`src/rtl/riscv_pkg.sv`:
```
// Shared definitions for the RISC-V core: datapath width, special
// instruction encodings and the fetch-stage state type.
package riscv_pkg;

  localparam int XLEN = 32;

  localparam logic [31:0] NOP_INSTR    = 32'h0000_0013;
  localparam logic [31:0] ECALL_INSTR  = 32'h0000_0073;
  localparam logic [31:0] EBREAK_INSTR = 32'h0010_0073;

  typedef enum logic [1:0] {
    BOOT  = 2'd0,
    RUN   = 2'd1,
    HALT  = 2'd2,
    FAULT = 2'd3
  } fetch_state_e;

endpackage

```
`src/rtl/if_id_reg.sv`:
```
// IF/ID pipeline register: holds the fetched instruction, its PC and PC+4
// plus a valid flag. Flush only drops valid; the payload is retained.
module if_id_reg #(
  parameter int XLEN = riscv_pkg::XLEN
) (
  input  logic            clk,
  input  logic            reset,
  input  logic            load,
  input  logic            flush,
  input  logic [31:0]     fetch_instr,
  input  logic [XLEN-1:0] fetch_pc,
  input  logic [XLEN-1:0] fetch_pc_plus4,
  output logic            valid,
  output logic [31:0]     instr,
  output logic [XLEN-1:0] pc,
  output logic [XLEN-1:0] pc_plus4
);
  import riscv_pkg::*;

  // Register update: reset beats flush, flush beats load (squashes capture).
  always_ff @(posedge clk) begin
    if (!reset) begin
      valid    <= 1'b0;
      instr    <= NOP_INSTR;
      pc       <= '0;
      pc_plus4 <= '0;
    end else if (flush) begin
      valid <= 1'b0;
    end else if (load) begin
      valid    <= 1'b1;
      instr    <= fetch_instr;
      pc       <= fetch_pc;
      pc_plus4 <= fetch_pc_plus4;
    end
  end

endmodule

```
`src/rtl/if_stage.sv`:
```
// Instruction-fetch stage: owns the PC, drives the instruction memory
// address, and feeds the IF/ID register with back-pressure, redirect/flush,
// halt on ECALL/EBREAK and fault on bad fetch or redirect addresses.
module if_stage #(
  parameter int              XLEN       = riscv_pkg::XLEN,
  parameter logic [XLEN-1:0] RESET_PC   = '0,
  parameter int              IMEM_WORDS = 4
) (
  input  logic            clk,
  input  logic            reset,
  output logic [XLEN-1:0] a,
  input  logic [31:0]     rd,
  input  logic            redirect_valid,
  input  logic [XLEN-1:0] redirect_pc,
  input  logic            id_ready,
  output logic            id_valid,
  output logic [31:0]     id_instr,
  output logic [XLEN-1:0] id_pc,
  output logic [XLEN-1:0] id_pc_plus4,
  output logic            halted,
  output logic            fault
);
  import riscv_pkg::*;

  localparam logic [XLEN-3:0] IMEM_LIMIT = (XLEN-2)'(IMEM_WORDS);

  fetch_state_e    state, state_next;
  logic [XLEN-1:0] pc, pc_next, pc_plus4;
  logic            accept, misaligned, out_of_range, is_system;
  logic            load, flush;

  assign a            = pc;
  assign pc_plus4     = pc + XLEN'(4);
  assign accept       = !id_valid || id_ready;
  assign misaligned   = redirect_pc[1:0] != 2'b00;
  assign out_of_range = pc[XLEN-1:2] >= IMEM_LIMIT;
  assign is_system    = (rd == ECALL_INSTR) || (rd == EBREAK_INSTR);

  // State and PC registers.
  always_ff @(posedge clk) begin
    if (!reset) begin
      state <= BOOT;
      pc    <= RESET_PC;
    end else begin
      state <= state_next;
      pc    <= pc_next;
    end
  end

  // Next-state selection; HALT and FAULT are left only through reset.
  always_comb begin
    state_next = state;
    unique case (state)
      BOOT: state_next = RUN;
      RUN: begin
        if (redirect_valid) begin
          if (misaligned) state_next = FAULT;
        end else if (accept) begin
          if (out_of_range)   state_next = FAULT;
          else if (is_system) state_next = HALT;
        end
      end
      default: state_next = state;
    endcase
  end

  // Datapath controls: next PC, IF/ID load/flush and status outputs.
  always_comb begin
    pc_next = pc;
    load    = 1'b0;
    flush   = 1'b0;
    halted  = (state == HALT);
    fault   = (state == FAULT);
    unique case (state)
      RUN: begin
        if (redirect_valid) begin
          flush = 1'b1;
          if (!misaligned) pc_next = redirect_pc;
        end else if (accept) begin
          if (out_of_range) begin
            flush = id_ready;
          end else begin
            load = 1'b1;
            if (!is_system) pc_next = pc_plus4;
          end
        end
      end
      HALT, FAULT: flush = id_ready;
      default: ;
    endcase
  end

  if_id_reg #(
    .XLEN(XLEN)
  ) u_if_id_reg (
    .clk            (clk),
    .reset          (reset),
    .load           (load),
    .flush          (flush),
    .fetch_instr    (rd),
    .fetch_pc       (pc),
    .fetch_pc_plus4 (pc_plus4),
    .valid          (id_valid),
    .instr          (id_instr),
    .pc             (id_pc),
    .pc_plus4       (id_pc_plus4)
  );

endmodule

```
`config.mk`:
```
export PLATFORM = sky130hd
export DESIGN_NAME = if_stage
export DESIGN_NICKNAME = d
export VERILOG_FILES = /design/src/rtl/riscv_pkg.sv /design/src/rtl/if_id_reg.sv /design/src/rtl/if_stage.sv
export SDC_FILE = /design/constraint.sdc
export NUM_CORES = 1
export LEC_CHECK = 0
export BUFFER_PORTS_ARGS = -buffer_cell sky130_fd_sc_hd__buf_2
export CORE_MARGIN = 8
export CORE_UTILIZATION = 40
export CTS_BUF_LIST = sky130_fd_sc_hd__clkbuf_8
export DETAILED_ROUTE_END_ITERATION = 10
export PLACE_DENSITY_LB_ADDON = 0.15
export SLEW_MARGIN = 10
export SYNTH_ARGS = -nofsm -noshare
export SYNTH_HDL_FRONTEND = slang
export SYNTH_HIERARCHICAL = 1
export SYNTH_SLANG_ARGS = --single-unit
export TNS_END_PERCENT = 1
```
`constraint.sdc`:
```
create_clock -name clk -period 5.5 [get_ports clk]
set_clock_uncertainty 0.1 [all_clocks]
set_input_delay 0.275 -clock clk [delete_from_list [all_inputs] [get_ports clk]]
set_output_delay 0.275 -clock clk [all_outputs]
set_load 0.03 [all_outputs]
```
==> flow_summary.rst, run 1 <==
.. list-table::
   :header-rows: 1

   * - Metric
     - Value
   * - Category of the worst setup path launch point
     - register
   * - Count of standard-cell rows
     - 45
   * - WP data required
     - 5.77 ns
   * - Number of storage elements in the synthesis netlist
     - 131
   * - Maxcap violations
     - 0
   * - Total nets after synthesis
     - 772
   * - Core area
     - 15,200 sq um
   * - Non-Filler Instances
     - 1,124
   * - Post-detail-place hpwl
     - 13.2 mm
   * - Worst path buffer plus inverter count
     - 2
   * - Layout Cell Area excl Fill
     - 8070 sq um
   * - Initial core utilization
     - 0.409
   * - Proportion of synthesized chip area in sequential cells
     - 0.422
   * - Final hold violation count
     - 0
   * - Highest-delay cell along the critical path
     - sky130_fd_sc_hd__or4_4
   * - Classification of the worst setup path
     - reg2reg
   * - Number of enable-type register cells in the synthesized netlist
     - 0
   * - Async S/R FF share, synth
     - 0
   * - Total via count after detailed routing
     - 5,536
   * - Worst min-delay path category
     - in2reg
   * - Result of the run
     - completed
   * - Cell family with the largest share of critical-path delay
     - simple AND/OR/NAND/NOR gates
   * - Peak clock frequency supported by timing
     - 320 MHz
   * - Mapped Cells
     - 702
   * - RSZ-0062 raised after global routing
     - no
   * - Data arrival time of the critical path
     - 3.40 ns
   * - # placed instances
     - 1,043
   * - Post-CTS sizing
     - 0
   * - Initial antenna violation count
     - 2
   * - Total routing usage reported by global routing
     - 0.187
   * - Pins Over Slew Limit
     - 0
   * - I/O pin total
     - 199
   * - Detail-routed net length per standard cell
     - 16.5 microns
   * - Buffers from clock root to sink, at most
     - 2
   * - TritonCTS clock tree
     - built
   * - Share of power burned in the clock network
     - 0.402
   * - End-of-flow core utilization
     - 0.531
   * - Number of distinct library cells after synthesis
     - 51
   * - Post-route clock period utilization
     - 0.567
   * - Pwr/cell area
     - 295 nW/um^2
   * - Number of remaining DRC errors
     - 0
   * - Number of global-route vias before repair
     - 5,589
   * - Leak Pwr
     - 3.48 nW
   * - Num CTS Buffers
     - 17
   * - Cell at the root of the clock tree
     - sky130_fd_sc_hd__clkbuf_8
   * - Placement Cell Area
     - 7120 sq um
   * - Setup violation total in the final timing report
     - 0
   * - Share of post-route cells with drive strength above 1
     - 0.267
   * - Setup bufs post-CTS
     - 0
   * - Post-synth design cell area
     - 6210 sq um
   * - Final net count
     - 991
   * - Length of the first detailed-routing pass in iterations
     - 4
   * - Wire length of the first global-routing pass
     - 29.6 mm
   * - Internal power component
     - 1.73 mW
   * - Fraction of power consumed by sequential logic
     - 0.430
   * - Routed Antenna Nets
     - 0
   * - Total congestion overflow after global routing
     - 0
   * - Floorplan die area
     - 19,800 sq um
   * - Logic pwr share
     - 0.168
   * - Port Buffer Count
     - 198
   * - Fin crit period
     - 3.12 ns
   * - Number of clock sinks seen by CTS
     - 131
   * - Largest stage delay on the critical path
     - 0.56 ns
   * - Post-synthesis average cell area
     - 8.85 sq um
   * - Least-Margin Pin Slew
     - 1.12 ns
   * - Area share of the largest cell type after synthesis
     - 0.422
   * - Synth top area cells
     - sky130_fd_sc_hd__dfxtp_1, sky130_fd_sc_hd__mux2i_1, sky130_fd_sc_hd__nand2_1, sky130_fd_sc_hd__xnor2_1, sky130_fd_sc_hd__xor2_1
   * - Largest fanout of any net on the critical path
     - 35
   * - Syn. warnings
     - 6
   * - Wire length reported by the detailed router
     - 18.5 mm
   * - Largest net degree at the start of global routing
     - 176
   * - Max rail drop VDD
     - 0.000144 V
   * - Max transition margin
     - 0.255
   * - H-tree depth
     - 4
   * - Filler cell count
     - 1,437
   * - Reg clk slew, reported paths
     - 0.07 ns
   * - Fin Setup TNS
     - 0 ns
   * - Final RePlAce weighted congestion
     - 0.770
   * - Via density
     - 4.93
   * - Most frequent cells after synthesis
     - sky130_fd_sc_hd__nand2_1, sky130_fd_sc_hd__dfxtp_1, sky130_fd_sc_hd__mux2i_1, sky130_fd_sc_hd__clkbuf_1, sky130_fd_sc_hd__xnor2_1
   * - Most used flip-flop cell after synthesis
     - sky130_fd_sc_hd__dfxtp_1
   * - Sort of element at the end of the critical path
     - register
   * - Clock latency on the worst-skew pair
     - 0.45 ns
   * - Net Sw Power
     - 651 uW
   * - Number of DRC markers after the initial detailed-route iteration
     - 329
   * - Proportion of total power due to net switching
     - 0.273
   * - Total power draw
     - 2.38 mW
   * - Most used standard cell by instance count after synthesis
     - sky130_fd_sc_hd__nand2_1
   * - Growth of design area from synthesis to finish
     - 29.9%
   * - Chip Width
     - 141 microns
   * - Die height
     - 141 microns
   * - CP cell instances
     - inv_1, ha_1, nand4bb_1, nand4_1, or4_4, nor2_1, nor2b_4, buf_4, mux2i_1
   * - Synth area leader
     - sky130_fd_sc_hd__dfxtp_1
area by class of cell:
class	count	area [sq um]	area share
multi-input cells	513	3190	0.396
flip-flops and latches	131	2620	0.325
repair buffers	249	1510	0.187
clock buffers	21	289	0.0358
well taps	188	235	0.0291
clock inverters	11	183	0.0226
inverters	9	33.8	0.00419
diodes	2	5.00	0.000620
cells by family (layout without fill, tap and decap cells):
kind of cell,Yosys count,count (layout),synth area share
simple gates,330,330,0.241
xor+xnor,28,28,0.0395
buf+inv,58,290,0.0651
compound gates,46,46,0.0552
other cells,0,2,0
flops,131,131,0.422
fa+ha+maj,2,2,0.00403
mux,107,107,0.173
power groups by stage:
stage | Clock, mW | Sequential [mW] | Combinational [mW]
floorplan | 0 | 1.10 | 0.238
global placement | 0 | 1.04 | 0.375
detailed placement | 0 | 1.05 | 0.377
CTS | 0.984 | 1.02 | 0.404
global route | 1.02 | 1.03 | 0.432
finish | 0.957 | 1.03 | 0.400
per-stage QoR:
step	setup slack, ns	hold slack (ns)
6_report	2.38	0.0347
5_1_grt	2.12	0.0321
4_1_cts	2.34	0.00499
3_5_place_dp	2.37	0.345
3_3_place_gp	2.49	0.340
2_1_floorplan	2.71	0.310
sequential cells by signal, summed over array words and instances (netlist names):
name	flops
u_if_id_reg/pc	32
a	32
u_if_id_reg/instr	32
u_if_id_reg/pc_plus4	32
state	2
u_if_id_reg/valid	1
routing by layer:
| metal | vias up | GRT usage | wire, microns |
|---|---|---|---|
| li1 | 2791 | - | - |
| met1 | 2560 | 0.226 | 8130 |
| met2 | 158 | 0.303 | 8760 |
| met3 | 27 | 0.0581 | 1210 |
| met4 | 0 | 0.0735 | 409 |
| met5 | - | 0 | 0 |
path summary, 6_finish.rpt:
check	from	end	slack [ns]	cells after the start
max	a[2]	u_if_id_reg/pc[16]	2.38	9
min	rd[4]	u_if_id_reg/instr[4]	0.03	3
max reg2reg	a[2]	u_if_id_reg/pc[16]	2.38	9
min reg2reg	u_if_id_reg/instr[31]	u_if_id_reg/instr[31]	0.35	2
layout by cell type (no fill, tap or decap), types with 7 or more instances in the layout:
cell and n:
sky130_fd_sc_hd__dlygate4sd3_1 47, sky130_fd_sc_hd__mux2i_1 105, sky130_fd_sc_hd__buf_2 197, sky130_fd_sc_hd__clkbuf_8 21
sky130_fd_sc_hd__dfxtp_1 131, sky130_fd_sc_hd__xnor2_1 16, sky130_fd_sc_hd__nor4_1 11, sky130_fd_sc_hd__a21boi_0 7
sky130_fd_sc_hd__inv_1 12, sky130_fd_sc_hd__xor2_1 12, sky130_fd_sc_hd__nand3_1 8, sky130_fd_sc_hd__nand4_1 15
sky130_fd_sc_hd__nand2_1 242, sky130_fd_sc_hd__a21boi_1 11, sky130_fd_sc_hd__nor2_1 14, sky130_fd_sc_hd__o211ai_1 10
timing repair:
item	in CTS	in global routing
hold buffers	47	0
endpoints found under the hold margin	47	0
setup endpoints to repair	0	0
tightest hold or removal path, cell delays in order:
cell and delay (ns):
sky130_fd_sc_hd__buf_2 0.11, sky130_fd_sc_hd__nand3b_1 0.08, sky130_fd_sc_hd__o211ai_1 0.08
No activity file was read; power rests on OpenSTA's default activity.
==> inputs of run 2 (changes only) <==
--- a/config.mk
+++ b/config.mk
@@ -5,6 +5,7 @@
 export SDC_FILE = /design/constraint.sdc
 export NUM_CORES = 1
 export LEC_CHECK = 0
+export ABC_AREA = 1
 export BUFFER_PORTS_ARGS = -buffer_cell sky130_fd_sc_hd__buf_2
 export CORE_MARGIN = 8
 export CORE_UTILIZATION = 40
==> constraint.sdc (replaced) <==
create_clock -name clk -period 2.6 [get_ports clk]
set_clock_uncertainty 0.1 [all_clocks]
set_input_delay 0.13 -clock clk [delete_from_list [all_inputs] [get_ports clk]]
set_output_delay 0.13 -clock clk [all_outputs]
set_load 0.03 [all_outputs]
==> run 2 against run 1 <==
Critical path depth rose by 3. Clock power increased by 77%. Critical endpoint is now u_if_id_reg/pc[6]. Largest power group unchanged. Area after synthesis up 8.9%. Design area up 11%. Global-route usage increased by 0.93 points. Non-clock buffer count increased by 35. Clock-buffer cell count decreased by 2. Final cell count is 39% higher. Critical path type unchanged.
==> flow_summary.rst, run 2 <==
.. list-table::
   :header-rows: 1

   * - Metric
     - Value
   * - Buffers from clock root to sink, at most
     - 2
   * - Least-Margin Pin Slew
     - 0.585 ns
   * - Maxcap violations
     - 0
   * - Slack of the worst reg-to-reg path
     - 0.28 ns
   * - Most frequent cells after synthesis
     - sky130_fd_sc_hd__nor2_1, sky130_fd_sc_hd__nand2_1, sky130_fd_sc_hd__inv_1, sky130_fd_sc_hd__dfxtp_1, sky130_fd_sc_hd__nand3_1
   * - Length of the first detailed-routing pass in iterations
     - 5
   * - Leak Pwr
     - 4.63 nW
   * - Initial core utilization
     - 0.408
   * - Fin Setup TNS
     - 0 ns
   * - DP Worst Slack
     - 0.203 ns
   * - Area share of the largest cell type after synthesis
     - 0.388
   * - Total congestion overflow after global routing
     - 0
   * - Num CTS Buffers
     - 17
   * - Synth area leader
     - sky130_fd_sc_hd__dfxtp_1
   * - Core area
     - 16,600 sq um
   * - Pwr/cell area
     - 569 nW/um^2
   * - Placement Cell Area
     - 7980 sq um
   * - Wire length of the first global-routing pass
     - 34.6 mm
   * - Post-detail-place hpwl
     - 14.5 mm
   * - Highest-delay cell along the critical path
     - sky130_fd_sc_hd__dfxtp_1
   * - End-of-flow core utilization
     - 0.540
   * - Final net count
     - 1,403
   * - Pins Over Slew Limit
     - 0
   * - Final RePlAce weighted congestion
     - 0.846
   * - Max transition margin
     - 0.606
   * - H-tree depth
     - 4
   * - Result of the run
     - completed
   * - Share of power burned in the clock network
     - 0.331
   * - Total nets after synthesis
     - 1,160
   * - Number of distinct library cells after synthesis
     - 28
   * - Floorplan die area
     - 21,300 sq um
   * - Peak clock frequency supported by timing
     - 432 MHz
   * - Most common cell after layout, fill and taps aside
     - sky130_fd_sc_hd__nor2_1
   * - Post-synth design cell area
     - 6770 sq um
   * - Fraction of power consumed by sequential logic
     - 0.431
   * - Fin crit period
     - 2.32 ns
   * - Largest net degree at the start of global routing
     - 66
   * - Async S/R FF share, synth
     - 0
   * - Number of clock sinks seen by CTS
     - 131
   * - I/O pin total
     - 199
   * - Mapped Cells
     - 1,090
   * - Number of storage elements in the synthesis netlist
     - 131
   * - Smallest setup slack after layout
     - 0.285 ns
   * - Proportion of synthesized chip area in sequential cells
     - 0.388
   * - Post-synthesis average cell area
     - 6.21 sq um
   * - TritonCTS clock tree
     - built
   * - Number of antenna cells inserted
     - 0
   * - Growth of design area from synthesis to finish
     - 32.4%
   * - Setup violation total in the final timing report
     - 0
   * - Number of DRC markers after the initial detailed-route iteration
     - 442
   * - Total via count after detailed routing
     - 7,101
   * - Chip Width
     - 146 microns
   * - Clock latency on the worst-skew pair
     - 0.44 ns
   * - Most used flip-flop cell after synthesis
     - sky130_fd_sc_hd__dfxtp_1
   * - Classification of the worst setup path
     - reg2reg
   * - Most frequent cells in the layout
     - sky130_fd_sc_hd__nor2_1, sky130_fd_sc_hd__nand2_1, sky130_fd_sc_hd__buf_2, sky130_fd_sc_hd__inv_1, sky130_fd_sc_hd__dfxtp_1
   * - Number of remaining DRC errors
     - 0
   * - Detail-routed net length per standard cell
     - 13.5 microns
   * - Synth top area cells
     - sky130_fd_sc_hd__dfxtp_1, sky130_fd_sc_hd__nor2_1, sky130_fd_sc_hd__nand2_1, sky130_fd_sc_hd__nand3_1, sky130_fd_sc_hd__inv_1
   * - Share of post-route cells with drive strength above 1
     - 0.201
   * - RSZ-0062 raised after global routing
     - no
   * - CP cell instances
     - nor2_1, nand2_1, nor2_1, nand2_2, nor3_2, nand2_1, a21oi_4, inv_2, nor2_4, buf_4, nor2_1, nor2_1
   * - Category of the worst setup path launch point
     - register
   * - Largest fanout of any net on the critical path
     - 28
   * - Layout Cell Area excl Fill
     - 8960 sq um
   * - Cell at the root of the clock tree
     - sky130_fd_sc_hd__clkbuf_8
   * - Count of standard-cell rows
     - 47
   * - Proportion of total power due to net switching
     - 0.331
   * - Number of enable-type register cells in the synthesized netlist
     - 0
   * - Port Buffer Count
     - 198
   * - Post-route clock period utilization
     - 0.891
   * - Net Sw Power
     - 1.69 mW
   * - Internal power component
     - 3.41 mW
   * - # placed instances
     - 1,475
   * - Final hold slack
     - 0.0370 ns
   * - Sort of element at the end of the critical path
     - register
   * - Number of global-route vias before repair
     - 6,682
   * - Largest stage delay on the critical path
     - 0.39 ns
   * - Syn. warnings
     - 6
   * - Reg clk slew, reported paths
     - 0.07 ns
   * - Worst path most repeated cell
     - sky130_fd_sc_hd__nor2_1
   * - Total power draw
     - 5.10 mW
   * - Max rail drop VDD
     - 0.000281 V
   * - Routed Antenna Nets
     - 0
   * - Worst min-delay path category
     - in2reg
   * - Via density
     - 4.53
   * - Initial antenna violation count
     - 0
   * - Data arrival time of the critical path
     - 2.59 ns
   * - Non-Filler Instances
     - 1,566
   * - WP data required
     - 2.87 ns
   * - Logic pwr share
     - 0.238
   * - Final hold violation count
     - 0
   * - Total routing usage reported by global routing
     - 0.196
   * - Die height
     - 146 microns
   * - Setup bufs post-CTS
     - 0
   * - Wire length reported by the detailed router
     - 21.1 mm
   * - Most used standard cell by instance count after synthesis
     - sky130_fd_sc_hd__nor2_1
-- run 2: what timing repair did --
item | in CTS | in global routing
hold endpoints to repair | 74 | 0
resized for setup | 0 | 1
hold buffers | 59 | 0
setup endpoints to repair | 0 | 96
-- run 2: area by class of cell --
type,instances,area [sq um]
Fill cell,1744,7630
Multi-Input combinational cell,745,3260
Sequential cell,131,2620
Timing Repair Buffer,284,1840
Inverter,154,579
Tap cell,220,275
Clock buffer,19,262
Clock inverter,13,119
-- run 2: worst paths after layout --
path | cells past startpoint | to | start
worst max-delay path | 12 | u_if_id_reg/pc[6] | a[10]
worst min-delay path | 6 | a[12] | redirect_pc[12]
worst max register to register | 12 | u_if_id_reg/pc[6] | a[10]
worst min register to register | 2 | u_if_id_reg/instr[0] | u_if_id_reg/instr[0]
-- run 2: kinds of logic (layout without fill, tap and decap cells) --
logic type	Yosys count	count (layout)	share of synthesized area
muxes	3	3	0.00444
and+or+nand+nor	696	696	0.426
buffers and inverters	214	470	0.133
DFF	131	131	0.388
adders and majority gates	2	2	0.00370
AOI/OAI and AO/OA	22	22	0.0166
xor gates and xnor gates	22	22	0.0285
-- run 2: critical path, delay by kind of cell, from the launching register on --
family / cells / cell delay [ns]
compound gates: 1 / 0.21
simple gates: 9 / 1.16
buf+inv: 2 / 0.40
flops: 1 / 0.39
-- run 2: metal layers --
metal  up-vias  GRT usage  part of all wire
met5         -          0                 0
met1      3152      0.256              0.49
met4         0     0.0618             0.016
met3        24     0.0494             0.055
li1       3745          -                 -
met2       180      0.311              0.43
-- run 2: power groups by stage --
| stage | clock network (mW) | registers [mW] | logic [mW] |
|---|---|---|---|
| floorplan | 0 | 2.43 | 0.600 |
| detailed placement | 0 | 2.24 | 1.15 |
| global route | 1.82 | 2.21 | 1.35 |
| global placement | 0 | 2.24 | 1.14 |
| finish | 1.69 | 2.20 | 1.21 |
| CTS | 1.75 | 2.20 | 1.22 |
==> inputs of run 3 (changes only) <==
--- a/config.mk
+++ b/config.mk
@@ -7,11 +7,14 @@
 export LEC_CHECK = 0
 export ABC_AREA = 1
 export BUFFER_PORTS_ARGS = -buffer_cell sky130_fd_sc_hd__buf_2
+export CORE_ASPECT_RATIO = 0.7
 export CORE_MARGIN = 8
 export CORE_UTILIZATION = 40
 export CTS_BUF_LIST = sky130_fd_sc_hd__clkbuf_8
 export DETAILED_ROUTE_END_ITERATION = 10
+export GPL_TIMING_DRIVEN = 0
 export PLACE_DENSITY_LB_ADDON = 0.15
+export SKIP_LAST_GASP = 1
 export SLEW_MARGIN = 10
 export SYNTH_ARGS = -nofsm -noshare
 export SYNTH_HDL_FRONTEND = slang
==> run 3 against run 2 <==
Hold slack barely moved. Via count rose by 3.1%. Largest power group unchanged. Flip-flop and latch count did not move. Critical path type unchanged. Wire length rose by 11%. Largest cell class unchanged. Final cell count rose by 2.5%. Utilization rose by 1.4 points. Clock power rose by 15%. Clock-buffer cell count fell by 2.
==> flow_summary.rst, run 3 (synthesis results as in run 2) <==
.. list-table::
   :header-rows: 1

   * - Metric
     - Value
   * - Final hold violation count
     - 0
   * - Total routing usage reported by global routing
     - 0.216
   * - DP Worst Slack
     - -0.109 ns
   * - Worst path most repeated cell
     - sky130_fd_sc_hd__nand2_1
   * - Growth of design area from synthesis to finish
     - 34.7%
   * - Filler cell count
     - 1,715
   * - Initial core utilization
     - 0.412
   * - Final net count
     - 1,437
   * - Leak Pwr
     - 4.71 nW
   * - Internal power component
     - 3.59 mW
   * - Clock latency on the worst-skew pair
     - 0.45 ns
   * - Fraction of power consumed by sequential logic
     - 0.412
   * - Most common cell after layout, fill and taps aside
     - sky130_fd_sc_hd__nor2_1
   * - Number of clock sinks seen by CTS
     - 131
   * - Number of global-route vias before repair
     - 7,043
   * - Highest-delay cell along the critical path
     - sky130_fd_sc_hd__dfxtp_1
   * - Max rail drop VDD
     - 0.000326 V
   * - Cell family with the largest share of critical-path delay
     - simple AND/OR/NAND/NOR gates
   * - Chip Width
     - 171 microns
   * - Initial antenna violation count
     - 0
   * - # placed instances
     - 1,512
   * - Number of remaining DRC errors
     - 0
   * - Total congestion overflow after global routing
     - 0
   * - Length of the first detailed-routing pass in iterations
     - 5
   * - Floorplan die area
     - 21,400 sq um
   * - Count of standard-cell rows
     - 39
   * - Multi-input gate area
     - 3260 sq um
   * - Via density
     - 4.56
   * - Pwr/cell area
     - 592 nW/um^2
   * - Fin crit period
     - 2.49 ns
   * - Logic pwr share
     - 0.227
   * - Net Sw Power
     - 1.82 mW
   * - Result of the run
     - completed
   * - Final RePlAce weighted congestion
     - 0.922
   * - Post-route clock period utilization
     - 0.958
   * - Wire length of the first global-routing pass
     - 36.7 mm
   * - Setup violation total in the final timing report
     - 0
   * - RSZ-0062 raised after global routing
     - yes
   * - I/O pin total
     - 199
   * - Critical Path Stages
     - 14
   * - Worst path buffer plus inverter count
     - 3
   * - Pins Over Slew Limit
     - 0
   * - Worst min-delay path category
     - in2reg
   * - Number of DRC markers after the initial detailed-route iteration
     - 505
   * - H-tree depth
     - 4
   * - Smallest setup slack after layout
     - 0.110 ns
   * - WP data required
     - 2.84 ns
   * - Cell at the root of the clock tree
     - sky130_fd_sc_hd__clkbuf_8
   * - Peak clock frequency supported by timing
     - 402 MHz
   * - Classification of the worst setup path
     - reg2reg
   * - Most frequent cells in the layout
     - sky130_fd_sc_hd__nor2_1, sky130_fd_sc_hd__nand2_1, sky130_fd_sc_hd__buf_2, sky130_fd_sc_hd__inv_1, sky130_fd_sc_hd__dfxtp_1
   * - Fin Setup TNS
     - 0 ns
   * - Buffers from clock root to sink, at most
     - 2
   * - Least-Margin Pin Slew
     - 0.640 ns
   * - Data arrival time of the critical path
     - 2.73 ns
   * - Detail-routed net length per standard cell
     - 14.6 microns
   * - Area of all sequential standard cells
     - 2630 sq um
   * - Wire length reported by the detailed router
     - 23.4 mm
   * - Reg clk slew, reported paths
     - 0.08 ns
   * - R2R cell count
     - 14
   * - Sort of element at the end of the critical path
     - register
   * - Proportion of total power due to net switching
     - 0.336
   * - Num CTS Buffers
     - 17
   * - Final hold slack
     - 0.0372 ns
   * - Depth of the worst hold-timing path
     - 6
   * - CP cell instances
     - nor2_1, nand2_1, nor2_1, nand2_1, nor2_2, o21ai_0, nand2_1, o21ai_0, inv_2, buf_6, buf_2, nand3_1, nand2_1, nor2_1
   * - Share of post-route cells with drive strength above 1
     - 0.214
   * - Core area
     - 16,400 sq um
   * - Routed Antenna Nets
     - 0
   * - Largest fanout of any net on the critical path
     - 10
   * - Share of power burned in the clock network
     - 0.360
   * - Max transition margin
     - 0.573
   * - Post-detail-place hpwl
     - 17.3 mm
   * - Largest net degree at the start of global routing
     - 17
   * - Maxcap violations
     - 0
   * - Total via count after detailed routing
     - 7,320
   * - Total power draw
     - 5.40 mW
   * - TritonCTS clock tree
     - built
   * - Category of the worst setup path launch point
     - register
   * - Port Buffer Count
     - 197
   * - Die height
     - 125 microns
   * - Non-Filler Instances
     - 1,605
   * - Largest stage delay on the critical path
     - 0.39 ns
   * - Number of antenna cells inserted
     - 0
## run 3: final cells by class
class	count	area share
Inverter	154	0.0634
Tap cell	225	0.0309
Buffer	60	0.0366
Timing Repair Buffer	258	0.175
Clock inverter	15	0.0225
Sequential cell	131	0.289
Clock buffer	17	0.0257
Multi-Input combinational cell	745	0.357
## run 3: worst min-delay path, cell delays in order
cell and delay [ns]:
sky130_fd_sc_hd__buf_2 0.08, sky130_fd_sc_hd__nand2_1 0.05, sky130_fd_sc_hd__nand2_1 0.05, sky130_fd_sc_hd__nand3b_1 0.09, sky130_fd_sc_hd__nand2_1 0.05, sky130_fd_sc_hd__nor2_1 0.08
## run 3: layer usage
metal  share of wire  routed length, microns  up-vias  global-route usage
met2            0.43                    9960      227               0.329
met5               0                       0        -                   0
met1            0.48                   11100     3235               0.294
met4           0.019                     445        0              0.0612
li1                -                       -     3825                   -
met3           0.080                    1870       33              0.0560
## run 3: path summary, 6_finish.rpt
| path | startpoint | endpoint | slack, ns |
|---|---|---|---|
| max | a[23] | u_if_id_reg/instr[2] | 0.11 |
| min | redirect_pc[10] | a[10] | 0.04 |
| max reg2reg | a[23] | u_if_id_reg/instr[2] | 0.11 |
| min reg2reg | u_if_id_reg/instr[0] | u_if_id_reg/instr[0] | 0.37 |
## run 3: through the flow
stage / instance area, sq um / utilization
CTS: 9080 / 0.552
floorplan: 6770 / -
global route: 9120 / 0.554
finish: 9120 / 0.554
global placement: 8040 / 0.489
detailed placement: 8040 / 0.489
## run 3: power groups by stage
stage          combinational, mW  clock, mW  sequential (mW)
3_3_place_gp                1.13          0             2.27
4_1_cts                     1.21       1.99             2.22
3_5_place_dp                1.14          0             2.27
6_report                    1.23       1.95             2.23
5_1_grt                     1.36       2.08             2.24
2_1_floorplan              0.600          0             2.43
## run 3: timing repair
item                                    4_1_cts  5_1_grt
gates resized for setup                       4       13
endpoints found under the setup margin       77       94
endpoints found under the hold margin        62        0
buffers inserted                              0        1
hold buffers                                 60        0
pin swaps                                     0        0
